**config.mk**
```make
export PLATFORM = sky130hd
export DESIGN_NAME = rd_check_fsm
export DESIGN_NICKNAME = d
export VERILOG_FILES = /design/src/rtl/rd_check_fsm_pkg.sv /design/src/rtl/rd_check_cmp.sv /design/src/rtl/rd_check_fsm.sv
export SDC_FILE = /design/constraint.sdc
export NUM_CORES = 1
export LEC_CHECK = 0
export ABC_AREA = 1
export CORE_UTILIZATION = 30
export CTS_BUF_LIST = sky130_fd_sc_hd__clkbuf_8
export CTS_CLUSTER_DIAMETER = 30
export CTS_CLUSTER_SIZE = 20
export DETAILED_ROUTE_END_ITERATION = 10
export PLACE_DENSITY_LB_ADDON = 0.1
export SETUP_SLACK_MARGIN = 0.3
export SYNTH_ARGS = -nofsm -noshare
export SYNTH_HDL_FRONTEND = slang
export SYNTH_SLANG_ARGS = --single-unit
```
**constraint.sdc**
```tcl
create_clock -name sclk -period 2 [get_ports sclk]
set_clock_uncertainty 0.15 [all_clocks]
set_input_delay 0.4 -clock sclk [delete_from_list [all_inputs] [get_ports sclk]]
set_output_delay 0.4 -clock sclk [all_outputs]
set_load 0.02 [all_outputs]
```
**src/rtl/rd_check_fsm_pkg.sv**
```systemverilog
// Shared definitions for the RAM write/read-check loop: FSM state encoding
// and the data pattern both the writer and this reader agree on.
package rd_check_fsm_pkg;

  typedef enum logic [1:0] {
    ST_IDLE  = 2'd0,
    ST_READ  = 2'd1,
    ST_DRAIN = 2'd2,
    ST_DONE  = 2'd3
  } rd_state_t;

  // Pattern word stored at address addr; callers truncate to the data width.
  function automatic logic [31:0] expected_word(input logic [31:0] addr,
                                                input logic [31:0] seed);
    return addr + seed;
  endfunction

endpackage

```
**src/rtl/rd_check_cmp.sv**
```systemverilog
// Registered compare stage of the read-back checker. Lines up the issued
// address with the RAM data one cycle later, checks it against the pattern
// and keeps the sticky flag, first failing address and saturating count.
module rd_check_cmp
  import rd_check_fsm_pkg::*;
#(
  parameter int ADDR_W = 10,
  parameter int DATA_W = 16,
  parameter int SEED   = 0,
  parameter int ERRC_W = 8
) (
  input  logic              clk,
  input  logic              rst_n,
  input  logic              clr,
  input  logic              iss_vld,
  input  logic [ADDR_W-1:0] iss_addr,
  input  logic [DATA_W-1:0] rd_data,
  output logic              error_flag,
  output logic [ADDR_W-1:0] err_addr,
  output logic [ERRC_W-1:0] err_cnt
);

  localparam logic [ERRC_W-1:0] ERR_MAX = {ERRC_W{1'b1}};

  logic              cmp_vld_r;
  logic [ADDR_W-1:0] cmp_addr_r;
  logic              error_flag_r;
  logic [ADDR_W-1:0] err_addr_r;
  logic [ERRC_W-1:0] err_cnt_r;
  logic [DATA_W-1:0] exp_s;
  logic              mismatch_s;

  // Expected word for the address whose data is on rd_data this cycle.
  always_comb begin
    exp_s      = DATA_W'(expected_word(32'(cmp_addr_r), 32'(SEED)));
    mismatch_s = 1'b0;
    if (cmp_vld_r) begin
      mismatch_s = (rd_data != exp_s);
    end else begin
      mismatch_s = 1'b0;
    end
  end

  // Delay the issued read by the RAM latency so address and data meet.
  always_ff @(posedge clk or negedge rst_n) begin
    if (!rst_n) begin
      cmp_vld_r  <= 1'b0;
      cmp_addr_r <= '0;
    end else begin
      cmp_vld_r  <= iss_vld;
      cmp_addr_r <= iss_addr;
    end
  end

  // Error bookkeeping: cleared on an accepted start, otherwise sticky.
  always_ff @(posedge clk or negedge rst_n) begin
    if (!rst_n) begin
      error_flag_r <= 1'b0;
      err_addr_r   <= '0;
      err_cnt_r    <= '0;
    end else if (clr) begin
      error_flag_r <= 1'b0;
      err_addr_r   <= '0;
      err_cnt_r    <= '0;
    end else if (mismatch_s) begin
      error_flag_r <= 1'b1;
      if (!error_flag_r) begin
        err_addr_r <= cmp_addr_r;
      end
      if (err_cnt_r != ERR_MAX) begin
        err_cnt_r <= err_cnt_r + ERRC_W'(1);
      end
    end
  end

  assign error_flag = error_flag_r;
  assign err_addr   = err_addr_r;
  assign err_cnt    = err_cnt_r;

endmodule

```
**src/rtl/rd_check_fsm.sv**
```systemverilog
// Read-back checker: sweeps addresses 0..NUM-1 through the RAM read port
// after a write pass and reports words that differ from the pattern.
module rd_check_fsm
  import rd_check_fsm_pkg::*;
#(
  parameter int ADDR_W = 10,
  parameter int DATA_W = 16,
  parameter int NUM    = 1024,
  parameter int SEED   = 0,
  parameter int ERRC_W = 8
) (
  input  logic              sclk,
  input  logic              rst_n,
  input  logic              read_start,
  output logic              rd_en,
  output logic [ADDR_W-1:0] rd_addr,
  input  logic [DATA_W-1:0] rd_data,
  output logic              busy,
  output logic              done,
  output logic              error_flag,
  output logic [ADDR_W-1:0] err_addr,
  output logic [ERRC_W-1:0] err_cnt
);

  localparam logic [ADDR_W-1:0] LAST_ADDR = ADDR_W'(NUM - 1);

  rd_state_t         state_r;
  logic [ADDR_W-1:0] read_cnt_r;
  logic              rd_en_r;
  logic              busy_r;
  logic              done_r;
  logic              start_s;

  // A start pulse only counts while idle; during a pass it is ignored.
  always_comb begin
    start_s = 1'b0;
    if (state_r == ST_IDLE) begin
      start_s = read_start;
    end else begin
      start_s = 1'b0;
    end
  end

  // Pass sequencer: issue one read per cycle, drain the last compare, pulse done.
  always_ff @(posedge sclk or negedge rst_n) begin
    if (!rst_n) begin
      state_r    <= ST_IDLE;
      read_cnt_r <= '0;
      rd_en_r    <= 1'b0;
      busy_r     <= 1'b0;
      done_r     <= 1'b0;
    end else begin
      case (state_r)
        ST_IDLE: begin
          done_r <= 1'b0;
          if (start_s) begin
            state_r    <= ST_READ;
            read_cnt_r <= '0;
            rd_en_r    <= 1'b1;
            busy_r     <= 1'b1;
          end else begin
            rd_en_r <= 1'b0;
            busy_r  <= 1'b0;
          end
        end
        ST_READ: begin
          if (read_cnt_r == LAST_ADDR) begin
            state_r <= ST_DRAIN;
            rd_en_r <= 1'b0;
          end else begin
            read_cnt_r <= read_cnt_r + ADDR_W'(1);
            rd_en_r    <= 1'b1;
          end
        end
        ST_DRAIN: begin
          state_r <= ST_DONE;
          done_r  <= 1'b1;
        end
        ST_DONE: begin
          state_r <= ST_IDLE;
          done_r  <= 1'b0;
          busy_r  <= 1'b0;
        end
        default: begin
          state_r    <= ST_IDLE;
          read_cnt_r <= '0;
          rd_en_r    <= 1'b0;
          busy_r     <= 1'b0;
          done_r     <= 1'b0;
        end
      endcase
    end
  end

  assign rd_en   = rd_en_r;
  assign rd_addr = read_cnt_r;
  assign busy    = busy_r;
  assign done    = done_r;

  rd_check_cmp #(
    .ADDR_W (ADDR_W),
    .DATA_W (DATA_W),
    .SEED   (SEED),
    .ERRC_W (ERRC_W)
  ) u_cmp (
    .clk        (sclk),
    .rst_n      (rst_n),
    .clr        (start_s),
    .iss_vld    (rd_en_r),
    .iss_addr   (read_cnt_r),
    .rd_data    (rd_data),
    .error_flag (error_flag),
    .err_addr   (err_addr),
    .err_cnt    (err_cnt)
  );

endmodule

```
==> results of run 1 <==
stage by stage:
step	setup WS (ns)	TNS [ns]
floorplan	0.318	0
global placement	-0.101	-1.33
detailed placement	-0.130	-1.69
CTS	0.258	0
global route	0.235	0
finish	0.310	0
placed cells by master (no fill, tap or decap), drive strengths merged:
master,synthesis,layout
dlygate4sd2,0,36
a2bb2oi,1,1
dlygate4sd3,0,1
and3,1,1
nor3,1,1
clkbuf,0,6
nand3,32,33
a21oi,3,3
bufinv,0,2
xnor2,3,3
ha,8,8
nor3b,2,2
dlymetal6s2s,0,6
o21ai,12,12
o21a,3,3
inv,40,40
nand2,93,95
o31ai,3,3
nand3b,2,2
buf,6,32
clkinv,0,1
o211ai,1,1
nand4,3,3
clkdlybuf4s15,0,1
nor2,34,34
xor2,1,1
dfrtp,45,45
o21bai,1,1
clkdlybuf4s50,0,5
synthesized netlist by cell type:
master | count | share of area
nand2_1 | 83 | 0.13
dfrtp_1 | 45 | 0.47
inv_1 | 38 | 0.059
nor2_1 | 29 | 0.045
nand3_1 | 24 | 0.050
o21ai_0 | 9 | 0.019
ha_1 | 8 | 0.041
nand2_2 | 7 | 0.018
nand3_2 | 7 | 0.029
nor2_2 | 4 | 0.010
nand2_4 | 3 | 0.014
nand4_1 | 3 | 0.0078
o21a_1 | 3 | 0.0093
o21ai_1 | 3 | 0.0062
xnor2_1 | 3 | 0.011
a21oi_1 | 2 | 0.0041
buf_2 | 2 | 0.0041
buf_6 | 2 | 0.0093
inv_2 | 2 | 0.0031
nand3b_1 | 2 | 0.0062
nor3b_1 | 2 | 0.0062
o31ai_1 | 2 | 0.0062
a21oi_2 | 1 | 0.0036
a2bb2oi_1 | 1 | 0.0036
and3_1 | 1 | 0.0026
buf_1 | 1 | 0.0016
buf_4 | 1 | 0.0031
nand3_4 | 1 | 0.0072
nor2_4 | 1 | 0.0047
nor3_1 | 1 | 0.0021
o211ai_1 | 1 | 0.0031
o21bai_1 | 1 | 0.0031
o31ai_4 | 1 | 0.0088
xor2_1 | 1 | 0.0036
final cells by class:
cell class,instances,share of cell area
clock buffer,5,0.0190
multi-input combinational,207,0.370
timing repair buffer,82,0.202
clock inverter,3,0.0179
tap,102,0.0351
inverter,40,0.0420
sequential,45,0.314
state kept, by name, summed over array words and instances (netlist names):
register	cells
rd_addr	10
u_cmp.err_addr	10
u_cmp.err_cnt	8
u_cmp.cmp_addr_r	10
state_r	2
rd_en	1
busy	1
u_cmp.cmp_vld_r	1
done	1
u_cmp.error_flag	1
routing by layer:
layer | wire length [um] | vias to the layer above
met1 | 2680 | 968
met4 | 63 | 0
met5 | 0 | -
met2 | 2860 | 31
met3 | 196 | 6
li1 | - | 1107
repair_timing:
action / CTS / global route
cloned: 3 / 0
hold buffers: 1 / 0
setup endpoints to repair: 62 / 38
gates resized for setup: 61 / 45
hold endpoints to repair: 45 / 0
pin swaps: 11 / 17
setup buffers: 6 / 11
worst max-delay path, cell delays in order (launching register included):
cell and delay (ns):
dfrtp_1 0.41, buf_4 0.17, ha_4 0.17, buf_4 0.13, nand4_1 0.07, nand2_2 0.12, buf_4 0.17, a21oi_4 0.11
a2bb2oi_1 0.07
power groups by stage:
stage / clock [mW] / combinational (mW) / sequential (mW)
5_1_grt: 0.888 / 2.24 / 1.31
3_3_place_gp: 0 / 1.62 / 1.27
6_report: 0.817 / 2.03 / 1.28
4_1_cts: 0.852 / 1.84 / 1.25
3_5_place_dp: 0 / 1.63 / 1.27
2_1_floorplan: 0 / 0.906 / 1.38
cell families (layout without fill, tap and decap cells):
group / Yosys count / after routing / share of synthesized area
adders and majority gates: 8 / 8 / 0.0414
and+or+nand+nor: 168 / 171 / 0.332
buffers and inverters: 46 / 130 / 0.0802
xor gates and xnor gates: 4 / 4 / 0.0145
DFF: 45 / 45 / 0.466
AOI/OAI and AO/OA: 24 / 24 / 0.0667
worst paths after layout:
kind                            slack (ns)               end
worst max-delay path                  0.31        rd_addr[8]
worst min-delay path                  0.27   u_cmp.cmp_vld_r
worst max register to register        0.31        rd_addr[8]
worst min register to register        0.27   u_cmp.cmp_vld_r
max in group asynchronous             1.02        rd_addr[3]
min in group asynchronous             0.45  u_cmp.err_cnt[5]
==> flow_summary.yaml, run 1 <==
sta:
  fin_crit_sh: 0.845
  grt_setup_unrepaired: "yes"
  finalSetupViolations: 0
  relSlewSlack: 0.791
  slew_viol_final: 0
  final.min_clock_period_ns: 1.69
  fin_hold_ws_ns: 0.269
  finalHoldViolCount: 0
  worst_slew_pin_slew_ns: 0.314
  fmax_mhz: 592
power:
  p_total_mw: 4.13
  p_leak_nw: 1.87
  net-switching-power_mw: 1.67
  ir_worst_vdd_mv: 0.389
  p_per_area_nw_per_um2: 1140
  p_sw_frac: 0.404
  pwr-share-seq: 0.310
  p_comb_frac: 0.492
  p_int_mw: 2.46
  pwr-share-clk: 0.198
clocking:
  cts_tree: "yes"
  cts_root_buffer: "clkbuf_8"
  worst_skew_pair.late_latency_ns: 0.30
  cts_buffers: 5
  cts_max_path_buffers: 2
  cts.sink_count: 45
  cts.clk_slew.worst_paths_ns: 0.08
  h-tree-depth: 2
synth:
  ys_warn_count: 0
  ys_seq_elements: 45
  synthesis.area_um2: 2420
  synth.avg_cell_area_um2: 8.20
  synth.distinct_cells: 34
  synth_seq_area_share: 0.466
  syn_inst: 295
  synth_nets: 322
grt:
  antenna_found_initial: 0
  grtUsageMet3: 0.0299
  met2_usage: 0.254
  grt.total_usage: 0.143
  grt_pass1_vias: 2078
  grt_pass1_wl_um: 9550
  grtUsageMet1: 0.177
  grt_max_degree: 46
  busiest_layer: "met2"
  grt_overflow: 0
setup_path:
  arrival_ns: 1.72
  startpoint: "state_r[0]"
  crit_path_end_kind: "register"
  critPathRequiredTime_ns: 2.04
  worstSetupPathType: "reg2reg"
  cp-start-kind: "register"
  reg2reg_depth: 8
  reg2reg_from: "state_r[0]"
  cp_max_fo: 5
placement:
  dpl_cell_area_um2: 3120
  gp_congestion: 0.861
  dp_hpwl_um: 4010
  portBuffers: 50
  placed_cells: 455
finish:
  final_nets: 408
  final_area_um2: 3630
  finalNonFillerCells: 484
  seq_area_um2: 1140
  syn_to_final_growth_pct: 50.1
  nFillCells: 780
  layout-drive-gt1-share: 0.285
  final_core_util: 0.467
  diodes: 0
  multi_input_area_um2: 1340
die:
  die_x_um: 91.8
  core-area_um2: 7770
  initial_core_util: 0.311
  die_h_um: 91.8
  io_pins: 51
  die_area_um2: 8430
  num_rows: 32
routing:
  drtIter0Drc: 77
  post_drt_via_cell_ratio: 4.36
  wl_per_cell_um: 12.0
  drc: 0
  wirelength_um: 5800
  drtPass1Iterations: 4
  vias: 2112
  ant_nets: 0
hold_path:
  hp-start: "rd_en"
  worst_hold_path_type: "reg2reg"
  min_path_cells: 0
outcome:
  outcome: "finished, final reports clean"
flow_run:
  maxCapViolCount: 0
Note: power is estimated with default switching activity, not from simulation.
==> run 2: changes to the inputs <==
==> constraint.sdc (replaced) <==
create_clock -name sclk -period 1.4 [get_ports sclk]
set_clock_uncertainty 0.15 [all_clocks]
set_input_delay 0.28 -clock sclk [delete_from_list [all_inputs] [get_ports sclk]]
set_output_delay 0.28 -clock sclk [all_outputs]
set_load 0.02 [all_outputs]
==> run 2 against run 1 <==
  * Sequential power grew 41%
  * Die area is the same
  * First-iteration DRC count grew 10%
  * Critical path depth is the same
  * Final area grew 19%
  * Highest routed layer unchanged
  * Sequential share of layout area shrank 5.0 points
  * Flip-flop and latch count is the same
  * Combinational power grew 95%
  * Non-clock buffer count grew 64
  * The run now ends with negative setup slack left
  * Critical path type unchanged
  * Clock-buffer cell count grew 1
  * Wire length grew 12%
  * Core utilization grew 8.9 points
==> flow_summary.yaml, run 2 (same netlist as run 1, synthesis figures left out) <==
routing:
  wirelength_um: 6480
  wl_per_cell_um: 11.8
  drc: 0
  vias: 2435
  drtPass1Iterations: 4
  ant_nets: 0
  drtIter0Drc: 85
  post_drt_via_cell_ratio: 4.44
setup_path:
  timing.rr.end: "rd_addr[8]"
  crit_chain: "inv_2, ha_4, inv_2, o21ai_2, nand2_2, buf_4, a21oi_2, a2bb2oi_1"
  arrival_ns: 1.65
  reg2reg_depth: 8
  critPathMaxStageDelay_ns: 0.40
  slowest_stage: "dfrtp_1"
  cpMostUsedCell: "inv_2"
  crit_path_end_kind: "register"
  critPathRequiredTime_ns: 1.43
  cp_max_fo: 5
  reg2reg_from: "state_r[1]"
  cp-start-kind: "register"
  r2r_slack_ns: -0.22
  worstSetupPathType: "reg2reg"
sta:
  finalSetupViolations: 37
  finalHoldViolCount: 0
  relSlewSlack: 0.792
  final.min_clock_period_ns: 1.62
  fin_tns_setup_ns: -5.70
  setup_slack_ns: -0.218
  slew_viol_final: 0
  grt_setup_unrepaired: "yes"
  fmax_mhz: 618
  worst_slew_pin_slew_ns: 0.311
  fin_crit_sh: 1.16
finish:
  final_cell_mix: "buf_4, nand2_1, buf_6"
  final_nets: 472
  syn_to_final_growth_pct: 78.6
  layout-drive-gt1-share: 0.489
  finalNonFillerCells: 548
  mostFrequentLayoutCell: "buf_4"
  final_area_um2: 4320
  final_core_util: 0.556
  diodes: 0
hold_path:
  worst_hold_path_type: "in2async"
grt:
  grt_pass1_vias: 2346
  grt.total_usage: 0.161
  antenna_found_initial: 0
  grt_pass1_wl_um: 10700
  grt_overflow: 0
  grt_max_degree: 46
flow_run:
  maxCapViolCount: 0
power:
  p_per_area_nw_per_um2: 1570
  ir_worst_vdd_mv: 0.673
  p_leak_nw: 2.10
die:
  initial_core_util: 0.311
  die_area_um2: 8430
  io_pins: 51
  die_x_um: 91.8
  core-area_um2: 7770
  num_rows: 32
  die_h_um: 91.8
placement:
  dp_hpwl_um: 4370
  placed_cells: 498
  portBuffers: 50
  gp_congestion: 0.789
  dpl_cell_area_um2: 3520
  preCtsSetupSlack_ns: -0.566
clocking:
  h-tree-depth: 2
  cts.sink_count: 45
  cts_buffers: 5
  cts_max_path_buffers: 2
  cts_root_buffer: "clkbuf_8"
  cts.clk_slew.worst_paths_ns: 0.09
  cts_tree: "yes"
  worst_skew_pair.late_latency_ns: 0.30
outcome:
  outcome: "complete, but fails checks"
  violations: "negative setup slack"
-- run 2: layer usage --
layer | track usage | vias up | part of all wire
li1 | - | 1239 | -
met1 | 0.200 | 1138 | 0.45
met2 | 0.283 | 52 | 0.50
met3 | 0.0299 | 6 | 0.040
met4 | 0.0495 | 0 | 0.011
met5 | 0 | - | 0
-- run 2: cell type report --
type	count	area, um2
sequential	45	1140
clock inverter	2	37.5
timing repair buffer	146	1360
fill	731	3450
inverter	40	155
multi-input combinational	207	1420
tap	102	128
clock buffer	6	82.6
-- run 2: where the power goes --
| part | total [mW] | switching (mW) | internal (mW) |
|---|---|---|---|
| Sequential | 1.80 | 0.244 | 1.55 |
| Combinational | 3.95 | 1.99 | 1.96 |
| Clock | 1.04 | 0.459 | 0.581 |
-- run 2: worst max path at each step --
stage | start | to | depth (start not counted)
detailed placement | rd_data[5] | u_cmp.err_addr[1] | 13
floorplan | rd_addr[0] | rd_addr[5] | 8
CTS | rd_addr[0] | rd_addr[3] | 8
finish | state_r[1] | rd_addr[8] | 8
global route | state_r[1] | rd_addr[8] | 8
global placement | rd_data[5] | u_cmp.err_addr[3] | 13
-- run 2: worst max-delay path, delay by kind of cell (launching register included) --
family                     cells  cell delay [ns]
AOI/OAI and AO/OA              3             0.33
and+or+nand+nor                1             0.14
DFF                            1             0.40
adders and majority gates      1             0.17
buffers and inverters          3             0.32
-- run 2: what timing repair did --
item,CTS,global route
pin swaps,22,24
hold buffers,1,0
hold endpoints to repair,45,0
setup endpoints to repair,66,66
buffers inserted,26,11
gates cloned,4,0
resized for setup,237,33
-- run 2: metrics by stage --
step                hold slack, ns  total power, mW
global placement             0.134             4.64
detailed placement           0.132             4.67
finish                       0.330             6.79
floorplan                   -0.166             3.44
CTS                          0.319             6.54
global route                 0.333             7.24
